$ cat config.mk
export PLATFORM = sky130hd
export DESIGN_NAME = result_uart_streamer
export DESIGN_NICKNAME = d
export VERILOG_FILES = /design/src/rtl/result_uart_streamer_pkg.sv /design/src/rtl/uart_byte_handshake.sv /design/src/rtl/result_uart_streamer.sv
export SDC_FILE = /design/constraint.sdc
export NUM_CORES = 1
export LEC_CHECK = 0
export BUFFER_PORTS_ARGS = -buffer_cell sky130_fd_sc_hd__buf_2
export CAP_MARGIN = 20
export CELL_PAD_IN_SITES_DETAIL_PLACEMENT = 1
export CELL_PAD_IN_SITES_GLOBAL_PLACEMENT = 1
export CORE_MARGIN = 3
export CORE_UTILIZATION = 39
export DETAILED_ROUTE_END_ITERATION = 6
export PLACE_DENSITY_LB_ADDON = 0.1
export SLEW_MARGIN = 10
export SYNTH_ARGS = -nofsm -noshare
export SYNTH_HDL_FRONTEND = slang
export SYNTH_SLANG_ARGS = --single-unit
$ cat constraint.sdc
create_clock -name clk -period 2.3 [get_ports clk]
set_input_delay 0.575 -clock clk [delete_from_list [all_inputs] [get_ports clk]]
set_output_delay 0.575 -clock clk [all_outputs]
set_load 0.1 [all_outputs]
$ cat src/rtl/result_uart_streamer_pkg.sv
// rtl/result_uart_streamer_pkg.sv - shared types and constants for the result UART streamer
package result_uart_streamer_pkg;

  typedef enum logic [2:0] {
    IDLE, SEND_SYNC, FETCH, WAIT_RD, LOAD, SEND_DATA, SEND_CSUM, FINISH
  } state_t;

  typedef enum logic [1:0] {
    HS_IDLE, HS_SEND, HS_ACK
  } hs_state_t;

  localparam logic [7:0] SYNC_DEFAULT = 8'hA5;

  function automatic int frame_len(input int n_entries, input int data_w);
    return 2 + n_entries * (data_w / 8);
  endfunction

endpackage

$ cat src/rtl/uart_byte_handshake.sv
// rtl/uart_byte_handshake.sv - three-phase start/busy byte send towards uart_tx
module uart_byte_handshake
  import result_uart_streamer_pkg::*;
(
  input  logic       clk,
  input  logic       rst,
  input  logic       req,
  input  logic [7:0] byte_data,
  input  logic       tx_busy,
  output logic [7:0] tx_data,
  output logic       tx_start,
  output logic       ack
);

  hs_state_t state;

  always_ff @(posedge clk or posedge rst) begin
    if (rst) begin
      state    <= HS_IDLE;
      tx_data  <= '0;
      tx_start <= 1'b0;
      ack      <= 1'b0;
    end else begin
      ack <= 1'b0;
      case (state)
        // Only a busy low seen before raising start lets the next busy high count as acceptance.
        HS_IDLE: if (req && !tx_busy) begin
          tx_data  <= byte_data;
          tx_start <= 1'b1;
          state    <= HS_SEND;
        end
        HS_SEND: if (tx_busy) begin
          tx_start <= 1'b0;
          ack      <= 1'b1;
          state    <= HS_ACK;
        end
        // req is still high while the requester reacts to ack; skip that cycle.
        HS_ACK:  state <= HS_IDLE;
        default: state <= HS_IDLE;
      endcase
    end
  end

endmodule

$ cat src/rtl/result_uart_streamer.sv
// rtl/result_uart_streamer.sv - streams the result matrix to uart_tx as SYNC, data bytes, XOR checksum
module result_uart_streamer
  import result_uart_streamer_pkg::*;
#(
  parameter int         N_ENTRIES = 16,
  parameter int         ADDR_W    = 4,
  parameter int         DATA_W    = 32,
  parameter logic [7:0] SYNC_BYTE = SYNC_DEFAULT
) (
  input  logic              clk,
  input  logic              rst,
  input  logic              start,
  output logic [ADDR_W-1:0] rd_addr,
  input  logic [DATA_W-1:0] rd_data,
  output logic [7:0]        tx_data,
  output logic              tx_start,
  input  logic              tx_busy,
  output logic              busy,
  output logic              done
);

  localparam int BYTES = DATA_W / 8;
  localparam int BC_W  = (BYTES > 1) ? $clog2(BYTES) : 1;
  localparam logic [ADDR_W-1:0] LAST_IDX  = ADDR_W'(N_ENTRIES - 1);
  localparam logic [BC_W-1:0]   LAST_BYTE = BC_W'(BYTES - 1);

  state_t            state;
  logic [ADDR_W-1:0] word_idx;
  logic [BC_W-1:0]   byte_cnt;
  logic [DATA_W-1:0] shift_reg;
  logic [7:0]        checksum;
  logic [7:0]        byte_data;
  logic              req;
  logic              ack;

  assign req = (state == SEND_SYNC) || (state == SEND_DATA) || (state == SEND_CSUM);

  always_comb begin
    byte_data = shift_reg[DATA_W-1 -: 8];
    case (state)
      SEND_SYNC: byte_data = SYNC_BYTE;
      SEND_CSUM: byte_data = checksum;
      default:   byte_data = shift_reg[DATA_W-1 -: 8];
    endcase
  end

  uart_byte_handshake u_hs (
    .clk       (clk),
    .rst       (rst),
    .req       (req),
    .byte_data (byte_data),
    .tx_busy   (tx_busy),
    .tx_data   (tx_data),
    .tx_start  (tx_start),
    .ack       (ack)
  );

  always_ff @(posedge clk or posedge rst) begin
    if (rst) begin
      state     <= IDLE;
      rd_addr   <= '0;
      busy      <= 1'b0;
      done      <= 1'b0;
      checksum  <= '0;
      word_idx  <= '0;
      byte_cnt  <= '0;
      shift_reg <= '0;
    end else begin
      done <= 1'b0;
      case (state)
        IDLE: if (start) begin
          busy     <= 1'b1;
          checksum <= '0;
          word_idx <= '0;
          state    <= SEND_SYNC;
        end
        SEND_SYNC: if (ack) state <= FETCH;
        FETCH: begin
          rd_addr <= word_idx;
          state   <= WAIT_RD;
        end
        WAIT_RD: state <= LOAD;
        LOAD: begin
          shift_reg <= rd_data;
          byte_cnt  <= LAST_BYTE;
          state     <= SEND_DATA;
        end
        SEND_DATA: if (ack) begin
          checksum  <= checksum ^ shift_reg[DATA_W-1 -: 8];
          shift_reg <= shift_reg << 8;
          if (byte_cnt == '0) begin
            if (word_idx == LAST_IDX) begin
              state <= SEND_CSUM;
            end else begin
              word_idx <= word_idx + ADDR_W'(1);
              state    <= FETCH;
            end
          end else begin
            byte_cnt <= byte_cnt - BC_W'(1);
          end
        end
        // done and busy change together, so a start during the done cycle lands in FINISH and is dropped.
        SEND_CSUM: if (ack) begin
          done  <= 1'b1;
          busy  <= 1'b0;
          state <= FINISH;
        end
        FINISH:  state <= IDLE;
        default: state <= IDLE;
      endcase
    end
  end

endmodule

==> results of run 1 <==
[path summary, 6_finish.rpt]
check / to / slack [ns] / cells past startpoint
setup reg to reg: word_idx[0] / 0.46 / 4
hold reg to reg: shift_reg[23] / 0.48 / 2
hold / removal: shift_reg[5] / 0.23 / 2
max in group asynchronous: u_hs.tx_data[6] / 1.45 / 3
min in group clk: u_hs.state[0] / 0.41 / 2
setup / recovery: word_idx[0] / 0.46 / 4
[synth_stat cells (all sizes together), types with 2 or more instances]
cell type	count	share of area, %
o22a	6	1.7
ha	2	0.80
o21ai	34	5.4
nand3	6	0.96
or3b	2	0.56
a221oi	8	2.2
buf	9	1.4
a22o	8	2.2
inv	14	1.7
a21oi	7	1.1
dfrtp	67	54
o31ai	2	0.48
mux2	4	1.4
nand2	33	4.0
nor2	30	3.6
a211oi	8	1.9
mux2i	24	7.7
nor3	6	0.96
and2	3	0.60
clkbuf	12	1.4
xnor2	8	2.2
[power by group through the flow]
stage	clock network [mW]	logic (mW)	registers [mW]
after floorplan	0	1.27	2.63
after global placement	0	2.33	2.06
after detailed placement	0	2.39	2.09
after CTS	1.04	2.38	2.07
after global routing	1.10	2.60	2.14
final	0.999	2.35	2.07
[per-stage QoR]
step	area [um^2]	util (%)
6_report	3710	47.8
5_1_grt	3710	47.8
4_1_cts	3710	47.8
3_5_place_dp	3510	45.2
3_3_place_gp	3510	45.2
2_1_floorplan	3130	-
[routing by layer]
layer,vias up,routed length (um)
met3,7,339
li1,1185,-
met1,1195,3370
met5,-,0
met2,48,3520
met4,0,81
[worst register-to-register path, delay by kind of cell (launching register included)]
family / cells / cell delay, ns
AO/OA/AOI/OAI: 1 / 0.22
flip-flops: 1 / 0.52
AND/OR/NAND/NOR: 3 / 1.04
[cell families after synthesis]
logic type | count (synthesis)
xor+xnor | 9
compound gates | 81
mux | 28
flops | 67
buf+inv | 35
fa+ha+maj | 2
simple gates | 88
[area by class of cell]
type,count,area [um^2]
Clock buffer,10,138
Clock inverter,6,63.8
Fill cell,904,4050
Inverter,14,52.6
Multi-Input combinational cell,208,1310
Sequential cell,67,1680
Tap cell,102,128
Timing Repair Buffer,59,343
==> metrics.log, run 1 <==
INFO  metric largest_reg_flops = 32
INFO  metric number_of_global_route_vias_before_repair = 2,452
INFO  metric setup-tns-final = 0 ns
INFO  metric row_count = 32
INFO  metric portBuffers = 50
INFO  metric drc_violations_left = 0
INFO  metric post_cts_hold_buffer_count = 0
INFO  metric slew-limit-headroom = 55.1%
INFO  metric detailedPlace.worstSlack = 0.417 ns
INFO  metric maximum_fanout_along_the_worst_path = 13
INFO  metric design.core.area = 7770 um^2
INFO  metric detail_route.wirelength = 7.31 mm
INFO  metric num-nets-final = 397
INFO  metric clock_insertion_delay_worst_skew = 0.34 ns
INFO  metric dr.first_iter.drc_count = 84
INFO  metric post-cts-setup-buffer-count = 0
INFO  metric routed_vias_inst = 5.23
INFO  metric timing.max_cap.violations = 0
INFO  metric critical_path.top_delay_family = simple AND/OR/NAND/NOR gates
INFO  metric syn_to_final_growth = 18.6%
INFO  metric outcome = finished clean
INFO  metric numPlacedInstances = 450
INFO  metric synth-simple-area-share = 12.4%
INFO  metric post_synth_instance_area = 3130 um^2
INFO  metric finalWorstSetupSlack = 0.460 ns
INFO  metric yosys-mux-area-fraction = 9.11%
INFO  metric grt.busiest_layer = met2
INFO  metric clock_tree.htree_level_count = 3
INFO  metric grt_pass1_wl = 12.2 mm
INFO  metric grt.overflow.total = 0
INFO  metric globalRouteMet3Util = 5.13%
INFO  metric crit_start = state[0]
INFO  metric synth_enable_flop_cells = 0
INFO  metric reg2reg_from = state[0]
INFO  metric initial_antenna_violation_count = 0
INFO  metric hold_ws = 0.229 ns
INFO  metric dr.pass1.iters = 4
INFO  metric swShare = 44.9%
INFO  metric power.switching = 2.43 mW
INFO  metric share_comb_of_total_power = 43.4%
INFO  metric finalHoldViolations = 0
INFO  metric antennaDiodeCount = 0
INFO  metric gp_congestion = 0.767
INFO  metric power-per-cell-area = 1460 nW/um^2
INFO  metric cts.root.buffer_cell = clkbuf_8
INFO  metric avgRoutedWirePerCell = 15.7 um
INFO  metric hpwl = 5.16 mm
INFO  metric floorplan.initialDensity = 40.3%
INFO  metric worst_ep_required_time = 2.58 ns
INFO  metric cts_buffer_depth = 2
INFO  metric power.leakage = 1.84 nW
INFO  metric final_cells = 466
INFO  metric post_layout_minimum_cycle_time = 1.84 ns
INFO  metric synthCells = 310
INFO  metric fin_worst_skew = 0.00569 ns
INFO  metric worst_setup_path_start_kind = register
INFO  metric synth_top_family_by_area = compound AO/OA/AOI/OAI gates
INFO  metric yosys.area_share.adder = 0.799%
INFO  metric warnings_from_yosys = 0
INFO  metric cts-buffers-inserted = 9
INFO  metric post_synthesis_net_count = 348
INFO  metric cp_num_buf_inv = 0
INFO  metric min_period_over_period = 80.0%
INFO  metric power.internal = 2.98 mW
INFO  metric setup_repair_after_global_routing_missed_its_margin = no
INFO  metric ffs_w_async_s_r_synth = 100%
INFO  metric timing.critical_path.cells = or3b_1, a21o_1, or4_1, nand2_1
INFO  metric crit_path_top_delay_cell = dfrtp_1
INFO  metric layout-drive-gt1-share = 22.5%
INFO  metric max_slew.worst_pin.slew = 0.668 ns
INFO  metric worst_hold_path_class = primary input to async pin
INFO  metric tritoncts_num_sinks = 67
INFO  metric grt_max_degree = 57
INFO  metric synth_compound_gate_area_share = 17.1%
INFO  metric gr-usage-met2 = 28.4%
INFO  metric ctsResizeCount = 0
INFO  metric max_stage_delay = 0.52 ns
INFO  metric peakVddDrop = 469 uV
INFO  metric yosysSeqAreaShare = 53.5%
INFO  metric die_y = 95.6 um
INFO  metric synthFlopType = dfrtp_1
INFO  metric category_of_the_critical_setup_timing_path = register to register
INFO  metric die_width = 95.6 um
INFO  metric synth.ff_latch_count = 67
INFO  metric worst-endpoint-arrival = 2.12 ns
INFO  metric total_number_of_vias = 2,435
INFO  metric final_max_slew_viol_count = 0
INFO  metric post_synthesis_mean_instance_area = 10.1 um^2
INFO  metric seq_power_share = 38.2%
INFO  metric track_usage = 17.7%
INFO  metric setup-violations-final = 0
INFO  metric layout_common_cells = dfrtp_1 (67), buf_2 (50), o21ai_0 (34)
INFO  metric floorplan.die_area = 9140 um^2
INFO  metric final_common_cell = dfrtp_1
INFO  metric io-pin-count = 51
INFO  metric clock_slew_at_the_register_clock_pins_of_the_worst_setup_and_hold_paths = 0.08 ns
INFO  metric tritoncts = done
INFO  metric synthXorXnorAreaFrac = 2.52%
INFO  metric highest_attainable_clock_frequency = 543 MHz
INFO  metric synth_cell_types = 40
INFO  metric critPathCaptureType = register
INFO  metric power.share.clock = 18.5%
INFO  metric totalPowerFinal = 5.41 mW
INFO  metric antenna_violating_nets_post_route = 0
INFO  metric use_met1 = 22.9%
Note: power is estimated with default switching activity, not from simulation.
==> run 2, diff against run 1 <==
--- a/config.mk
+++ b/config.mk
@@ -5,12 +5,13 @@
 export SDC_FILE = /design/constraint.sdc
 export NUM_CORES = 1
 export LEC_CHECK = 0
+export ABC_AREA = 1
 export BUFFER_PORTS_ARGS = -buffer_cell sky130_fd_sc_hd__buf_2
 export CAP_MARGIN = 20
 export CELL_PAD_IN_SITES_DETAIL_PLACEMENT = 1
 export CELL_PAD_IN_SITES_GLOBAL_PLACEMENT = 1
 export CORE_MARGIN = 3
-export CORE_UTILIZATION = 39
+export CORE_UTILIZATION = 42
 export DETAILED_ROUTE_END_ITERATION = 6
 export PLACE_DENSITY_LB_ADDON = 0.1
 export SLEW_MARGIN = 10
==> constraint.sdc (replaced) <==
create_clock -name clk -period 1.8 [get_ports clk]
set_input_delay 0.45 -clock clk [delete_from_list [all_inputs] [get_ports clk]]
set_output_delay 0.45 -clock clk [all_outputs]
set_load 0.1 [all_outputs]
==> metrics.log, run 2 <==
INFO  metric max_stage_delay = 0.48 ns
INFO  metric power.leakage = 2.01 nW
INFO  metric category_of_the_critical_setup_timing_path = register to register
INFO  metric detail_route.wirelength = 7.96 mm
INFO  metric die_y = 96.1 um
INFO  metric highest_attainable_clock_frequency = 629 MHz
INFO  metric setup-violations-final = 0
INFO  metric design.core.area = 7810 um^2
INFO  metric power.switching = 3.63 mW
INFO  metric power-per-cell-area = 1880 nW/um^2
INFO  metric yosysSeqAreaShare = 49.2%
INFO  metric num-nets-final = 504
INFO  metric synth_enable_flop_cells = 0
INFO  metric outcome = finished clean
INFO  metric antennaDiodeCount = 0
INFO  metric post_cts_hold_buffer_count = 0
INFO  metric synth_commonest_cells = nand2_1 (109), dfrtp_1 (67), inv_1 (61)
INFO  metric synth_cell_types = 30
INFO  metric slew-limit-headroom = 65.2%
INFO  metric post_layout_minimum_cycle_time = 1.59 ns
INFO  metric finalHoldViolations = 0
INFO  metric synth.ff_latch_count = 67
INFO  metric critical_path.top_delay_family = flip-flops
INFO  metric number_of_global_route_vias_before_repair = 2,875
INFO  metric synthCells = 412
INFO  metric cts-buffers-inserted = 9
INFO  metric grt_pass1_wl = 13.7 mm
INFO  metric tritoncts = done
INFO  metric netlist.area_leader.share = 49.2%
INFO  metric antenna_violating_nets_post_route = 0
INFO  metric cts.root.buffer_cell = clkbuf_8
INFO  metric post-cts-setup-buffer-count = 0
INFO  metric peakVddDrop = 566 uV
INFO  metric final_max_slew_viol_count = 0
INFO  metric clock_insertion_delay_worst_skew = 0.34 ns
INFO  metric gp_congestion = 0.787
INFO  metric max_slew.worst_pin.slew = 0.521 ns
INFO  metric finish.instance_area = 3950 um^2
INFO  metric post-synth-top-count-cell = nand2_1
INFO  metric area_of_placed_instances = 3760 um^2
INFO  metric clock_slew_at_the_register_clock_pins_of_the_worst_setup_and_hold_paths = 0.07 ns
INFO  metric syn_to_final_growth = 15.9%
INFO  metric ffs_w_async_s_r_synth = 100%
INFO  metric timing.max_cap.violations = 0
INFO  metric clock_tree.htree_level_count = 3
INFO  metric worst_ep_required_time = 2.07 ns
INFO  metric power.share.clock = 16.8%
INFO  metric maximum_fanout_along_the_worst_path = 29
INFO  metric initial_antenna_violation_count = 0
INFO  metric totalPowerFinal = 7.41 mW
INFO  metric setup-tns-final = 0 ns
INFO  metric timing.critical_path.cells = inv_2, nand3_4, o21ai_4, buf_4, nor2_1, a21oi_2
INFO  metric yosysTopAreaCell = dfrtp_1
INFO  metric drc_violations_left = 0
INFO  metric io-pin-count = 51
INFO  metric swShare = 49.0%
INFO  metric crit_path_top_delay_cell = dfrtp_1
INFO  metric fin_worst_skew = 0.00860 ns
INFO  metric avgRoutedWirePerCell = 13.9 um
INFO  metric worst_hold_path_class = primary input to async pin
INFO  metric synthFlopType = dfrtp_1
INFO  metric setup_repair_after_global_routing_missed_its_margin = no
INFO  metric routed_vias_inst = 4.93
INFO  metric hpwl = 5.93 mm
INFO  metric top_area_cells_in_the_synthesized_netlist = dfrtp_1 (49%), nand2_1 (12%), o21ai_0 (7.2%)
INFO  metric cp_num_buf_inv = 2
INFO  metric post_synthesis_net_count = 450
INFO  metric dr.pass1.iters = 4
INFO  metric grt.overflow.total = 0
INFO  metric share_comb_of_total_power = 50.7%
INFO  metric track_usage = 19.2%
INFO  metric tritoncts_num_sinks = 67
INFO  metric grt_max_degree = 41
INFO  metric min_period_over_period = 88.3%
INFO  metric worst-endpoint-arrival = 1.86 ns
INFO  metric dr.first_iter.drc_count = 61
INFO  metric portBuffers = 50
INFO  metric ctsResizeCount = 0
INFO  metric warnings_from_yosys = 0
INFO  metric cts_buffer_depth = 2
INFO  metric worst_setup_path_start_kind = register
INFO  metric final_common_cell = nand2_1
INFO  metric critPathCaptureType = register
INFO  metric post_synthesis_mean_instance_area = 8.27 um^2
INFO  metric power.internal = 3.78 mW
INFO  metric largest_reg_flops = 32
INFO  metric total_number_of_vias = 2,826
INFO  metric row_count = 32
INFO  metric layout_common_cells = nand2_1 (109), dfrtp_1 (67), inv_1 (60)
INFO  metric floorplan.initialDensity = 43.6%
INFO  metric post_synth_instance_area = 3410 um^2
INFO  metric die_width = 96.1 um
INFO  metric layout-drive-gt1-share = 20.0%
INFO  metric floorplan.die_area = 9230 um^2
INFO  metric seq_power_share = 32.6%
-- run 2: power groups by stage --
stage / Combinational [mW] / Sequential [mW] / Clock (mW)
final: 3.76 / 2.41 / 1.24
after global routing: 4.23 / 2.48 / 1.35
after floorplan: 2.28 / 3.23 / 0
after global placement: 3.71 / 2.42 / 0
after CTS: 3.81 / 2.42 / 1.28
after detailed placement: 3.79 / 2.45 / 0
-- run 2: cells by family (layout without fill, tap and decap cells) --
kind of cell    after synthesis  count (layout)  synth area share, %
simple gates                168             168                 22.3
xor+xnor                      8               8                 2.06
fa+ha+maj                     2               2                0.735
compound gates               83              83                 13.3
mux                           2               2                0.661
buf+inv                      82             141                 11.7
flops                        67              67                 49.2
-- run 2: path summary, 6_finish.rpt --
check	start	endpoint	slack [ns]	cells past startpoint
min reg2reg	u_hs.tx_data[6]	u_hs.tx_data[6]	0.48	2
max	state[1]	shift_reg[29]	0.21	6
min in group clk	tx_busy	u_hs.state[0]	0.31	2
max in group asynchronous	rst	shift_reg[21]	1.15	3
min	rst	checksum[3]	0.14	2
max reg2reg	state[1]	shift_reg[29]	0.21	6
-- run 2: per-stage QoR --
stage | worst slack, ns | utilization, % | hold WS (ns) | cells
6_report | 0.211 | 50.6 | 0.140 | 573
3_3_place_gp | 0.272 | 48.2 | 0.461 | 557
5_1_grt | 0.0501 | 50.6 | 0.159 | 573
2_1_floorplan | 0.452 | - | 0.455 | 412
4_1_cts | 0.192 | 50.6 | 0.145 | 573
3_5_place_dp | 0.215 | 48.2 | 0.471 | 557
-- run 2: layout make-up --
| class | count | area, um^2 |
|---|---|---|
| clock buffer | 14 | 153 |
| clock inverter | 2 | 35.0 |
| fill | 969 | 3860 |
| inverter | 63 | 240 |
| multi-input combinational | 263 | 1340 |
| sequential | 67 | 1680 |
| tap | 102 | 128 |
| timing repair buffer | 62 | 378 |
-- run 2: per-layer routing --
layer / up-vias / global-route usage (%) / routed length, um
met2: 52 / 31.3 / 3760
met1: 1343 / 25.4 / 3810
met4: 0 / 6.64 / 121
li1: 1420 / - / -
met3: 11 / 3.60 / 269
met5: - / 0 / 0
-- run 2: worst reg2reg max path: stages (launching register included) --
cell	delay, ns
dfrtp_1	0.48
inv_2	0.14
nand3_4	0.18
o21ai_4	0.20
buf_4	0.31
nor2_1	0.10
a21oi_2	0.11
==> run 3, diff against run 2 <==
--- a/config.mk
+++ b/config.mk
@@ -12,6 +12,7 @@
 export CELL_PAD_IN_SITES_GLOBAL_PLACEMENT = 1
 export CORE_MARGIN = 3
 export CORE_UTILIZATION = 42
+export CTS_BUF_LIST = sky130_fd_sc_hd__clkbuf_16
 export DETAILED_ROUTE_END_ITERATION = 6
 export PLACE_DENSITY_LB_ADDON = 0.1
 export SLEW_MARGIN = 10
==> constraint.sdc (replaced) <==
create_clock -name clk -period 1.7 [get_ports clk]
set_input_delay 0.425 -clock clk [delete_from_list [all_inputs] [get_ports clk]]
set_output_delay 0.425 -clock clk [all_outputs]
set_load 0.1 [all_outputs]
==> metrics.log, run 3 (synthesis gave the netlist of run 2 again) <==
INFO  metric outcome = finished clean
INFO  metric row_count = 32
INFO  metric cts-buffers-inserted = 9
INFO  metric cts.root.buffer_cell = clkbuf_16
INFO  metric syn_to_final_growth = 19.0%
INFO  metric slew-limit-headroom = 67.7%
INFO  metric initial_antenna_violation_count = 0
INFO  metric critPathCaptureType = register
INFO  metric post_cts_hold_buffer_count = 0
INFO  metric detailedPlace.worstSlack = 0.128 ns
INFO  metric tritoncts = done
INFO  metric hpwl = 5.58 mm
INFO  metric portBuffers = 50
INFO  metric grt.overflow.total = 0
INFO  metric floorplan.initialDensity = 43.6%
INFO  metric setup_repair_after_global_routing_missed_its_margin = no
INFO  metric max_stage_delay = 0.48 ns
INFO  metric gp_congestion = 0.811
INFO  metric io-pin-count = 51
INFO  metric finalWorstSetupSlack = 0.149 ns
INFO  metric die_width = 96.1 um
INFO  metric peakVddDrop = 657 uV
INFO  metric fin_worst_skew = 0.00699 ns
INFO  metric maximum_fanout_along_the_worst_path = 52
INFO  metric category_of_the_critical_setup_timing_path = register to register
INFO  metric final_common_cell = nand2_1
INFO  metric max_slew.worst_pin.slew = 0.488 ns
INFO  metric design.core.area = 7810 um^2
INFO  metric antennaDiodeCount = 0
INFO  metric tritoncts_num_sinks = 67
INFO  metric floorplan.die_area = 9230 um^2
INFO  metric track_usage = 19.7%
INFO  metric worst_setup_path_start_kind = register
INFO  metric swShare = 47.1%
INFO  metric cpMostUsedCell = nand2_1
INFO  metric clock_tree.htree_level_count = 3
INFO  metric worst_ep_required_time = 1.91 ns
INFO  metric detail_route.wirelength = 8.20 mm
INFO  metric dr.pass1.iters = 4
INFO  metric clock_insertion_delay_worst_skew = 0.33 ns
INFO  metric power.share.clock = 21.0%
INFO  metric number_of_global_route_vias_before_repair = 2,891
INFO  metric num-nets-final = 504
INFO  metric dr.first_iter.drc_count = 123
INFO  metric r2r_cells = 7
INFO  metric power-per-cell-area = 2080 nW/um^2
INFO  metric crit_path_top_delay_cell = dfrtp_1
INFO  metric post_layout_minimum_cycle_time = 1.55 ns
INFO  metric power.leakage = 2.06 nW
INFO  metric hold_ws = 0.181 ns
INFO  metric grt_pass1_wl = 13.9 mm
INFO  metric share_comb_of_total_power = 48.7%
INFO  metric layout_common_cells = nand2_1 (109), dfrtp_1 (66), inv_1 (63)
INFO  metric antenna_violating_nets_post_route = 0
INFO  metric cp_num_buf_inv = 2
INFO  metric reg2reg_from = state[0]
INFO  metric finalHoldViolations = 0
INFO  metric seq_power_share = 30.3%
INFO  metric critical_path.top_delay_family = simple AND/OR/NAND/NOR gates
INFO  metric largest_reg_flops = 32
INFO  metric min_period_over_period = 91.2%
INFO  metric total_number_of_vias = 2,781
INFO  metric clock_slew_at_the_register_clock_pins_of_the_worst_setup_and_hold_paths = 0.06 ns
INFO  metric setup-violations-final = 0
INFO  metric worst_hold_path_class = primary input to async pin
INFO  metric drc_violations_left = 0
INFO  metric grt_max_degree = 68
INFO  metric timing.critical_path.cells = nand3_4, buf_12, nor2_1, inv_1, nand3_1, nand2_1, nand2_1
INFO  metric setup-tns-final = 0 ns
INFO  metric worst-endpoint-arrival = 1.77 ns
INFO  metric highest_attainable_clock_frequency = 645 MHz
INFO  metric die_y = 96.1 um
INFO  metric routed_vias_inst = 4.85
INFO  metric avgRoutedWirePerCell = 14.3 um
INFO  metric final_max_slew_viol_count = 0
INFO  metric power.switching = 3.98 mW
INFO  metric layout-drive-gt1-share = 20.2%
INFO  metric timing.max_cap.violations = 0
INFO  metric cts_buffer_depth = 2
INFO  metric crit-reg2reg-capture = word_idx[0]
INFO  metric power.internal = 4.47 mW
INFO  metric r2r_setup_slack = 0.15 ns
[run 3: cell count changes in the layout (fill, tap and decap cells not counted)]
cell       previous run  this run
buf_4                 9         8
clkbuf_16             0         9
clkbuf_1              4         0
dfrtp_2               0         1
inv_1                60        63
buf_12                3         4
dfrtp_1              67        66
inv_2                 2         3
clkinv_1              0         1
clkbuf_8             10         0
[run 3: power groups by stage]
stage	clock (mW)	sequential [mW]	combinational, mW
after floorplan	0	3.42	2.41
after global placement	0	2.55	4.02
after detailed placement	0	2.59	4.11
after CTS	1.81	2.57	4.17
after global routing	1.89	2.65	4.59
final	1.78	2.56	4.11
[run 3: area by class of cell]
| cell class | count | area [um^2] |
|---|---|---|
| Inverter | 63 | 240 |
| Timing Repair Buffer | 62 | 390 |
| Clock inverter | 7 | 53.8 |
| Multi-Input combinational cell | 263 | 1340 |
| Tap cell | 102 | 128 |
| Sequential cell | 67 | 1680 |
| Fill cell | 990 | 3750 |
| Clock buffer | 9 | 225 |
[run 3: worst max path at each step]
stage | start | depth (start not counted) | slack (ns) | endpoint
6_report | state[0] | 7 | 0.15 | word_idx[0]
5_1_grt | state[0] | 6 | 0.004 | word_idx[0]
4_1_cts | state[1] | 8 | 0.07 | word_idx[0]
3_5_place_dp | state[1] | 8 | 0.13 | word_idx[3]
3_3_place_gp | state[2] | 6 | 0.20 | shift_reg[9]
2_1_floorplan | rd_addr[2] | 0 | 0.38 | rd_addr[2]
[run 3: routing by layer]
metal	track usage, %	share of wire (%)	wire length (um)
met1	25.6	46	3800
met3	3.67	3.4	281
met2	32.4	49	3980
met4	7.46	1.6	132
met5	0	0	0
[run 3: per-stage QoR]
stage / utilization, % / std cells / cell area, um^2 / power [mW]
3_5_place_dp: 48.3 / 557 / 3770 / 6.70
4_1_cts: 51.9 / 573 / 4050 / 8.54
3_3_place_gp: 48.3 / 557 / 3770 / 6.57
6_report: 51.9 / 573 / 4050 / 8.45
2_1_floorplan: - / 412 / 3410 / 5.83
5_1_grt: 51.9 / 573 / 4050 / 9.13
[run 3: timing repair]
item / CTS / global route
setup endpoints to repair: 0 / 7
setup buffers: 0 / 0
resized for setup: 0 / 2
[run 3: worst reg2reg max path: cells and delay by family, from the launching register on]
family	cells	cell delay, ns
flip-flops	1	0.48
AND/OR/NAND/NOR	5	0.60
buffers and inverters	2	0.36
